File: src/rtl/cpu_pkg.sv
// Shared CPU definitions: fetch state encoding and default datapath/RAM widths.
package cpu_pkg;

    localparam int ADDR_W_DEF  = 8;
    localparam int INSTR_W_DEF = 16;

    typedef enum logic {
        IDLE = 1'b0,
        RUN  = 1'b1
    } fetch_state_e;

    // Bits needed to hold any count from 0 to n inclusive.
    function automatic int cnt_width(input int n);
        return $clog2(n + 1);
    endfunction

endpackage

File: src/rtl/fetch_queue.sv
// Synchronous FIFO for the prefetch queue; flush empties it in one cycle.
module fetch_queue
    import cpu_pkg::*;
#(
    parameter int WIDTH = 24,
    parameter int DEPTH = 4
) (
    input  logic                        clk,
    input  logic                        rst_n,
    input  logic                        push,
    input  logic [WIDTH-1:0]            push_data,
    input  logic                        pop,
    input  logic                        flush,
    output logic [WIDTH-1:0]            pop_data,
    output logic [cnt_width(DEPTH)-1:0] count,
    output logic                        full,
    output logic                        empty
);

    localparam int PTR_W = $clog2(DEPTH);
    localparam int CNT_W = cnt_width(DEPTH);

    logic [WIDTH-1:0] mem [DEPTH];
    logic [PTR_W-1:0] wr_ptr;
    logic [PTR_W-1:0] rd_ptr;
    logic             do_push;
    logic             do_pop;

    assign full    = (count == CNT_W'(DEPTH));
    assign empty   = (count == '0);
    assign do_push = push && (!full || pop);
    assign do_pop  = pop && !empty;

    // NOTE: non-blocking assignments here so every register samples pre-edge values.
    always_ff @(posedge clk or negedge rst_n) begin
        if (!rst_n) begin
            wr_ptr <= '0;
            rd_ptr <= '0;
            count  <= '0;
        end else if (flush) begin
            wr_ptr <= '0;
            rd_ptr <= '0;
            count  <= '0;
        end else begin
            if (do_push) begin
                wr_ptr <= wr_ptr + PTR_W'(1);
            end
            if (do_pop) begin
                rd_ptr <= rd_ptr + PTR_W'(1);
            end
            count <= count + CNT_W'(do_push) - CNT_W'(do_pop);
        end
    end

    // NOTE: storage is left unreset; entries are only read once count says they were written.
    always_ff @(posedge clk) begin
        if (do_push && !flush) begin
            mem[wr_ptr] <= push_data;
        end
    end

    assign pop_data = mem[rd_ptr];

endmodule

File: src/rtl/instr_fetch_unit.sv
// Instruction fetch: PC, credit-limited RAM reads, prefetch queue, valid/ready output.
// Define FETCH_PERF_EN to add saturating fetch_cnt / flush_cnt outputs.
module instr_fetch_unit
    import cpu_pkg::*;
#(
    parameter int ADDR_W  = ADDR_W_DEF,
    parameter int INSTR_W = INSTR_W_DEF,
    parameter int DEPTH   = 4,
    parameter int RAM_LAT = 1
) (
    input  logic               clk,
    input  logic               rst_n,
    input  logic               start,
    input  logic [ADDR_W-1:0]  start_pc,
    input  logic               stop,
    input  logic               redirect,
    input  logic [ADDR_W-1:0]  redirect_pc,
    output logic               mem_rd_en,
    output logic [ADDR_W-1:0]  mem_rd_addr,
    input  logic [INSTR_W-1:0] mem_rd_data,
    output logic               instr_valid,
    input  logic               instr_ready,
    output logic [INSTR_W-1:0] instr_out,
    output logic [ADDR_W-1:0]  instr_pc,
    output logic [ADDR_W-1:0]  fetch_pc,
    output logic               busy
`ifdef FETCH_PERF_EN
    ,
    output logic [15:0]        fetch_cnt,
    output logic [15:0]        flush_cnt
`endif
);

    localparam int Q_W    = INSTR_W + ADDR_W;
    localparam int CNT_W  = cnt_width(DEPTH);
    localparam int IF_W   = cnt_width(RAM_LAT);
    localparam int CRED_W = cnt_width(DEPTH + RAM_LAT) + 1;

    fetch_state_e      state;
    fetch_state_e      state_nxt;
    logic [ADDR_W-1:0] fetch_pc_nxt;
    logic              flush;
    logic              issue;
    logic              credit_ok;

    logic [RAM_LAT-1:0] inf_valid;
    logic [ADDR_W-1:0]  inf_pc [RAM_LAT];
    logic [IF_W-1:0]    in_flight;

    logic             q_push;
    logic             q_pop;
    logic [Q_W-1:0]   q_data;
    logic [CNT_W-1:0] q_count;
    logic             q_full;
    logic             q_empty;

    always_comb begin
        in_flight = '0;
        for (int i = 0; i < RAM_LAT; i++) begin
            in_flight = in_flight + IF_W'(inf_valid[i]);
        end
    end

    // Reads still in the RAM pipeline hold queue slots, so the queue can never overflow.
    assign credit_ok = (CRED_W'(q_count) + CRED_W'(in_flight)) < CRED_W'(DEPTH);

    // stop > start > redirect; a flush cycle never issues, the target is fetched next cycle.
    // NOTE: every always_comb output gets a default first so no path infers a latch.
    always_comb begin
        state_nxt    = state;
        fetch_pc_nxt = fetch_pc;
        flush        = 1'b0;
        issue        = 1'b0;
        unique case (state)
            IDLE: begin
                if (start) begin
                    state_nxt    = RUN;
                    flush        = 1'b1;
                    fetch_pc_nxt = start_pc;
                end
            end
            RUN: begin
                if (stop) begin
                    state_nxt = IDLE;
                    flush     = 1'b1;
                end else if (start) begin
                    flush        = 1'b1;
                    fetch_pc_nxt = start_pc;
                end else if (redirect) begin
                    flush        = 1'b1;
                    fetch_pc_nxt = redirect_pc;
                end else if (credit_ok) begin
                    issue        = 1'b1;
                    fetch_pc_nxt = fetch_pc + ADDR_W'(1);
                end
            end
            default: begin
                state_nxt = IDLE;
            end
        endcase
    end

    always_ff @(posedge clk or negedge rst_n) begin
        if (!rst_n) begin
            state    <= IDLE;
            fetch_pc <= '0;
        end else begin
            state    <= state_nxt;
            fetch_pc <= fetch_pc_nxt;
        end
    end

    // In-flight pipeline mirrors the RAM latency; a flush kills every stage.
    always_ff @(posedge clk or negedge rst_n) begin
        if (!rst_n) begin
            inf_valid <= '0;
            for (int i = 0; i < RAM_LAT; i++) begin
                inf_pc[i] <= '0;
            end
        end else begin
            inf_valid[0] <= issue;
            inf_pc[0]    <= fetch_pc;
            for (int i = RAM_LAT - 1; i > 0; i--) begin
                inf_valid[i] <= inf_valid[i-1] && !flush;
                inf_pc[i]    <= inf_pc[i-1];
            end
        end
    end

    assign q_push = inf_valid[RAM_LAT-1] && !flush;
    assign q_pop  = instr_valid && instr_ready;

    fetch_queue #(
        .WIDTH (Q_W),
        .DEPTH (DEPTH)
    ) u_fetch_queue (
        .clk       (clk),
        .rst_n     (rst_n),
        .push      (q_push),
        .push_data ({mem_rd_data, inf_pc[RAM_LAT-1]}),
        .pop       (q_pop),
        .flush     (flush),
        .pop_data  (q_data),
        .count     (q_count),
        .full      (q_full),
        .empty     (q_empty)
    );

    assign mem_rd_en   = issue;
    assign mem_rd_addr = fetch_pc;
    assign busy        = (state == RUN);
    assign instr_valid = !q_empty;
    // Head fields read as zero while empty so stale storage never shows on the outputs.
    assign instr_out   = q_empty ? '0 : q_data[Q_W-1:ADDR_W];
    assign instr_pc    = q_empty ? '0 : q_data[ADDR_W-1:0];

`ifdef FETCH_PERF_EN
    always_ff @(posedge clk or negedge rst_n) begin
        if (!rst_n) begin
            fetch_cnt <= '0;
            flush_cnt <= '0;
        end else begin
            if (issue && fetch_cnt != 16'hFFFF) begin
                fetch_cnt <= fetch_cnt + 16'd1;
            end
            if (flush && flush_cnt != 16'hFFFF) begin
                flush_cnt <= flush_cnt + 16'd1;
            end
        end
    end
`endif

endmodule

File: config.mk
export PLATFORM = sky130hd
export DESIGN_NAME = instr_fetch_unit
export DESIGN_NICKNAME = d
export VERILOG_FILES = /design/src/rtl/cpu_pkg.sv /design/src/rtl/fetch_queue.sv /design/src/rtl/instr_fetch_unit.sv
export SDC_FILE = /design/constraint.sdc
export NUM_CORES = 1
export LEC_CHECK = 0
export CAP_MARGIN = 20
export CORE_AREA = 2 2 135 163
export CTS_CLUSTER_DIAMETER = 50
export DETAILED_ROUTE_END_ITERATION = 10
export DIE_AREA = 0 0 137 165
export SLEW_MARGIN = 10
export SYNTH_ARGS = -nofsm -noshare
export SYNTH_HDL_FRONTEND = slang
export SYNTH_HIERARCHICAL = 1
export SYNTH_SLANG_ARGS = --single-unit
File: constraint.sdc
create_clock -name clk -period 6 [get_ports clk]
set_clock_uncertainty 0.2 [all_clocks]
set_input_delay 1.2 -clock clk [delete_from_list [all_inputs] [get_ports clk]]
set_output_delay 1.2 -clock clk [all_outputs]
set_load 0.05 [all_outputs]
==> flow_metrics.tcl <==
set metrics [dict create \
    arrival_ns 3.53 \
    clk_path_buf_depth 2 \
    slowest_stage "clkdlybuf4s50_1" \
    worst_slack_ns 1.07 \
    fin_util_pct 32.6 \
    drtPass1Iterations 4 \
    avgSynthCellArea_um2 17.0 \
    grt_pass1_wl_um 15800 \
    ir_drop_mv 0.198 \
    grt_pass1_vias 2877 \
    min_period_ns 4.93 \
    cts_buffers 17 \
    drc 0 \
    crit_type "primary input to output port" \
    gp_congestion 0.791 \
    endpoint_kind "output port" \
    drive_gt1_share_pct 13.7 \
    grtUsageTotal_pct 9.50 \
    die_w_um 137 \
    antenna_cells 0 \
    period_share_pct 82.2 \
    ctsResizeCount 0 \
    wire_per_inst_um 15.1 \
    max_freq_mhz 203 \
    worstSetupStartpoint "start" \
    final_cells 672 \
    grt-ovfl-total 0 \
    tns_ns 0 \
    grt_max_degree 29 \
    place_area_um2 6190 \
    power.density_nw_per_um2 336 \
    final_hold_viol_count 0 \
    maxSlewViolCount 0 \
    io_pins 81 \
    final_cell_area_um2 6820 \
    netlist_area_um2 5150 \
    final_cell_mix "96 x edfxtp_1, 80 x clkdlybuf4s50_1, 27 x nor2b_1" \
    antenna_left 0 \
    fillers 2029 \
    worstPathMaxFanout 12 \
    worstSetupEndpoint "mem_rd_en" \
    path_common_cell "clkdlybuf4s50_1" \
    die_h_um 165 \
    dr_total_vias 2841 \
    dp_hpwl_um 6400 \
    setup_viol 0 \
    reg2reg_from "u_fetch_queue/count[1]" \
    r2r_cells 13 \
    drt-initial-drc-count 142 \
    syn_nets 348 \
    grt_antenna_before_repair 0 \
    root_buffer "clkbuf_16" \
    cts_tree "built" \
    r2r_slack_ns 2.89 \
    cp-start-kind "primary input" \
    mostFrequentLayoutCell "edfxtp_1" \
    path_clk_slew_ns 0.05 \
    layout.nets 435 \
    rows 58 \
    timing.slew.headroom_pct 42.0 \
    wl_um 10100 \
    worstSkewPairLatency_ns 0.40 \
    port_buffers 80 \
    holdCritPathClass "register to register" \
    cts.sinks 121 \
    cap_viol_max_count 0 \
    worst_pin_slew_ns 0.870 \
    required_ns 4.60 \
    viasPerCell 4.23 \
    seqCellArea_um2 3510 \
    cts_setup_buffers 0 \
    rsz0062_at_grt "no" \
    ys.warnings.count 6 \
    area_growth_pct 32.4 \
    crit_chain "clkdlybuf4s50_1, nand2b_1, or4_4, inv_1, clkdlybuf4s50_1" \
    cts_hold_buf 0 \
    coreArea_um2 20900 \
    p_leak_nw 2.36 \
    dieArea_um2 22600 \
    cts_max_level 4 \
    multi_input_area_um2 1440 \
    start_util_pct 24.6 \
    status "finished clean" \
    timing.rr.end "u_fetch_queue/count[2]" \
    syn_inst 302 \
    place_ws_ns 1.09 \
    dp.cells 639 \
    critPathMaxStageDelay_ns 0.82 \
]
## flip-flops by register name, indices dropped and copies added (netlist names)
signal,cells
busy,1
fetch_pc,8
inf_pc,8
inf_valid,1
u_fetch_queue/count,3
u_fetch_queue/mem,96
u_fetch_queue/rd_ptr,2
u_fetch_queue/wr_ptr,2
## how the worst min path moves through the flow
stage                          from                      end  slack [ns]  cells after the start
after global placement    inf_pc[6]  u_fetch_queue/mem[1][6]        0.27                      0
final                     inf_pc[6]  u_fetch_queue/mem[2][6]        0.29                      0
after floorplan           inf_pc[0]  u_fetch_queue/mem[0][0]        0.25                      0
after detailed placement  inf_pc[7]  u_fetch_queue/mem[0][7]        0.28                      0
after global routing      inf_pc[6]  u_fetch_queue/mem[2][6]        0.32                      0
after CTS                 inf_pc[2]  u_fetch_queue/mem[2][2]        0.29                      0
## worst max-delay path: cells and delay by family
| family | cells | cell delay, ns |
|---|---|---|
| buffers and inverters | 3 | 1.45 |
| AND/OR/NAND/NOR | 2 | 0.88 |
## per-stage QoR
step	power [mW]	hold slack [ns]
floorplan	1.17	0.255
global placement	1.27	0.267
detailed placement	1.27	0.282
CTS	2.32	0.295
global route	2.38	0.317
finish	2.29	0.294
## power breakdown
part / switching (mW) / internal [mW]
registers: 0.0484 / 0.949
clock network: 0.348 / 0.689
logic: 0.159 / 0.0998
total: 0.555 / 1.74
## metal layers
| layer | global-route usage (%) | routed length, µm |
|---|---|---|
| met5 | 0 | 0 |
| met4 | 2.95 | 78 |
| met3 | 3.68 | 624 |
| met2 | 15.2 | 4980 |
| met1 | 11.8 | 4460 |
## cell type report
type                            count  share of cell area, %
Clock buffer                       18                   6.30
Clock inverter                     14                   2.61
Inverter                           15                  0.826
Multi-Input combinational cell    146                   21.1
Sequential cell                   121                   51.5
Tap cell                          270                   4.96
Timing Repair Buffer               88                   12.7
Note: power is estimated with default switching activity, not from simulation.
==> edit 1, RTL diff (same settings) <==
Build with the macro `FETCH_PERF_EN` defined.
--- a/src/rtl/instr_fetch_unit.sv
+++ b/src/rtl/instr_fetch_unit.sv
@@ -1,5 +1,7 @@
 // Instruction fetch: PC, credit-limited RAM reads, prefetch queue, valid/ready output.
 // Define FETCH_PERF_EN to add saturating fetch_cnt / flush_cnt outputs.
+`define FETCH_PERF_EN
+
 module instr_fetch_unit
     import cpu_pkg::*;
 #(
Formal check against the unedited RTL (old outputs only; new: fetch_cnt and flush_cnt): equivalent (equiv_simple and equiv_induct, registers matched by name and starting in step).
==> edit 1 against the unedited design <==
- via count rose by 40%
- area after synthesis up 29%
- power is 26% higher
- fmax rose by 1.9%
- routed wire length rose by 40%
- worst hold slack got worse by 0.0046 ns
- setup slack improved by 0.090 ns
- sequential cell count rose by 32
- cell area grew 26%
- first-iteration DRC count increased by 42%
==> edit 1: results (changes against the unedited design) <==
STA
  – Min Hold Slack: 0.289 ns (-0.00459 ns)
  – Fmax: 206 MHz (+1.9%)
  – Least-Margin Pin Slew: 0.904 ns (+0.0345 ns)

Placement
  – Setup WS pre-CTS: 1.20 ns (+0.104 ns)
  – Placed insts: 808 (+26%)
  – Placer Congestion: 0.819 (+3.5%)
  – # port buffers: 112 (+40%)
  – Post-DP Area: 8000 um2 (+29%)
  – Detailed Place HPWL: 9.27 mm (+45%)

Global routing
  – Grt met2 use: 22.3% (+7.0 points)
  – Total GRT Usage: 13.2% (+3.7 points)
  – Met1 usage: 15.6% (+3.8 points)
  – Vias in the first global route: 4244 (+48%)
  – First-pass GRT wire length: 22.7 mm (+43%)
  – Global Route met3 Usage: 4.88% (+1.2 points)

Route
  – Routed wire length on met3: 1.06 mm (+70%)
  – M1 wire length: 5.96 mm (+34%)
  – Post-DR vias/cell: 4.74 (+12%)
  – Via count: 3990 (+40%)
  – Met2 WL: 7.11 mm (+43%)
  – Detailed Route WL: 14.2 mm (+40%)
  – Initial DRC count: 202 (+42%)
  – Drt first pass iters: 6 (+2)

CTS
  – Clk_lat worst skew: 0.42 ns (+0.02 ns)
  – Post-CTS sizing: 0 (unchanged)

Worst setup path
  – Critical Path AT: 3.44 ns (-0.09 ns)
  – Critical path origin: redirect
  – Critical-path maximum fanout: 17 (+5)
  – Largest stage delay, worst path: 0.89 ns (+0.07 ns)
  – Worst R2R Setup Slack: 2.88 ns (about the same)
  – R2r worst-path depth: 13 (unchanged)

Run status
  – Outcome: finished, final reports clean

Layout
  – Share of layout cells above drive strength 1: 11.7% (-1.9 points)
  – Top flop regs: u_fetch_queue/mem: 96 flops, fetch_cnt: 16 flops, flush_cnt: 16 flops

Power
  – Max IR drop VDD: 0.191 mV (-3.5%)

Synth
  – Syn_nets: 490 (+41%)
## edit 1: layout make-up
cell class / count / area, um2 / area share [%]
clock buffers: 17 / 425 / 4.95
clock inverters: 15 / 139 / 1.62
repair buffers: 120 / 1200 / 13.9
well taps: 270 / 338 / 3.93
flip-flops and latches: 153 / 4310 / 50.2
inverters: 13 / 48.8 / 0.568
multi-input cells: 253 / 2130 / 24.8
## edit 1: report_power, final
part           switching, mW  internal (mW)
sequential            0.0968           1.20
clock                  0.436          0.578
combinational          0.363          0.201
## edit 1: worst min-delay path by stage
stage              start                       to
6_report       inf_pc[5]  u_fetch_queue/mem[0][5]
5_1_grt        inf_pc[5]  u_fetch_queue/mem[2][5]
4_1_cts        inf_pc[2]  u_fetch_queue/mem[1][2]
3_5_place_dp   inf_pc[2]  u_fetch_queue/mem[0][2]
3_3_place_gp   inf_pc[3]  u_fetch_queue/mem[1][3]
2_1_floorplan  inf_pc[0]  u_fetch_queue/mem[0][0]
==> edit 2, RTL diff (same settings) <==
Without the edit above. Set the parameter `RAM_LAT` to 2 (it was 1).
--- a/src/rtl/instr_fetch_unit.sv
+++ b/src/rtl/instr_fetch_unit.sv
@@ -6,7 +6,7 @@
     parameter int ADDR_W  = ADDR_W_DEF,
     parameter int INSTR_W = INSTR_W_DEF,
     parameter int DEPTH   = 4,
-    parameter int RAM_LAT = 1
+    parameter int RAM_LAT = 2
 ) (
     input  logic               clk,
     input  logic               rst_n,
Check against the original RTL: not equivalent (a bounded check fails within 4 cycles, from zero or initial values and one cycle with rst_n low).
==> edit 2 against the unedited design <==
- critical path type unchanged
- cell area rose by 4.3%
- via count increased by 4.5%
- routed wire length grew 1.6%
- sequential cell count grew 9
- die area unchanged
- area after synthesis grew 6.6%
- setup slack got worse by 0.021 ns
- final cell count rose by 2.4%
- power up 3.1%
- largest cell class unchanged
- synthesized cell count rose by 7.6%
==> edit 2: results (changes against the unedited design) <==
Route
  – Drt first pass iters: 4 (unchanged)
  – Detailed Route WL: 10.3 mm (+1.6%)
  – Initial DRC count: 134 (-5.6%)
  – DR DRC count: 0 (unchanged)
  – Post-DR vias/cell: 4.32 (+2.1%)
  – Via count: 2970 (+4.5%)

Power
  – Logic power comb: 0.255 mW (-2%)
  – Leak pwr: 2.50 nW (+6.2%)
  – Clock share of power: 43.9% (-1.3 points)
  – Max IR drop VDD: 0.198 mV (+0.12%)
  – Power Dens Cells: 333 nW/um2 (-1.1%)
  – Psw: 0.585 mW (+5.3%)

Worst setup path
  – Critical-path maximum fanout: 17 (+5)
  – Critical Path AT: 3.56 ns (+0.03 ns)

Global routing
  – Met1 usage: 12.0% (+0.24 points)
  – Largest net degree at the start of global routing: 35 (+21%)
  – Grt met2 use: 15.7% (+0.43 points)
  – Global Route met3 Usage: 3.13% (-0.55 points)
  – Vias in the first global route: 3113 (+8.2%)
  – First-pass GRT wire length: 16.3 mm (+3.4%)
  – Total GRT Usage: 9.64% (+0.14 points)

Synth
  – Post-Syn Area per Cell: 16.9 um2 (-0.95%)
  – Syn_nets: 372 (+6.9%)

CTS
  – CTS root buf: clkbuf_16
  – Clk_lat worst skew: between 0.4 and 0.5 ns
  – H-tree depth: 4 (unchanged)
  – TritonCTS Buffers: 17 (unchanged)
  – Reg clk slew, reported paths: 0.05 ns (about the same)
  – Post-CTS sizing: 0 (unchanged)

Layout
  – Top flop regs: u_fetch_queue/mem: 96 flops, inf_pc: 16 flops, fetch_pc: 8 flops
  – Share of layout cells above drive strength 1: 13.2% (-0.52 points)
  – Nets: 452 (+3.9%)

Placement
  – Detailed Place HPWL: 6.60 mm (+3.1%)
  – # port buffers: 80 (unchanged)
  – Placed insts: 655 (+2.5%)
  – Placer Congestion: 0.830 (+5.0%)

Run status
  – Outcome: finished, final reports clean

STA
  – Slew headroom: 42.2% (+0.13 points)

Hold path
  – Worst Hold Class: flip-flop to flip-flop
==> edit 2: cell types whose count changed in the layout (fill, tap and decap cells not counted), moves of 3 or more <==
cell,change
dfrtp_1,+9
inv_6,+3
and3_1,+3
clkinv_1,-4
clkinv_4,+3
a21oi_1,+3
nor2_1,-3
==> edit 2: critical path, cell delays in order <==
cell	delay [ns]
clkdlybuf4s50_1	0.71
nor4b_1	0.44
o21ai_0	0.24
inv_1	0.15
clkdlybuf4s50_1	0.81
==> edit 2: worst paths after layout <==
path | from | endpoint | slack [ns] | cells after the start
max | redirect | mem_rd_en | 1.04 | 5
min | inf_pc[10] | inf_pc[2] | 0.15 | 0
max reg2reg | u_fetch_queue/count[1] | u_fetch_queue/count[2] | 2.90 | 13
min reg2reg | inf_pc[10] | inf_pc[2] | 0.15 | 0
max in group asynchronous | rst_n | u_fetch_queue/rd_ptr[0] | 4.43 | 1
min in group asynchronous | rst_n | busy | 0.65 | 1
==> edit 2: stage by stage <==
stage               utilization [%]  hold WS, ns  area (um2)  setup slack (ns)
floorplan                         -        0.131        5490              2.47
finish                         34.0        0.149        7110              1.04
global placement               31.0        0.137        6470              1.21
global route                   34.0        0.156        7110             0.936
CTS                            33.9        0.150        7080              1.10
detailed placement             31.0        0.136        6470              1.13
==> edit 2: area by class of cell <==
class                   instances  area [um2]
multi-input cells             155        1510
clock inverters                14         178
fillers                      2001       13800
inverters                      15        56.3
well taps                     270         338
clock buffers                  18         429
repair buffers                 86         861
flip-flops and latches        130        3730
==> edit 2: per-layer routing <==
metal / vias up / part of all wire, % / wire length, um
met4: 0 / 1.2 / 121
met3: 11 / 5.7 / 586
li1: 1384 / - / -
met1: 1475 / 45 / 4600
met5: - / 0 / 0
met2: 100 / 48 / 5000
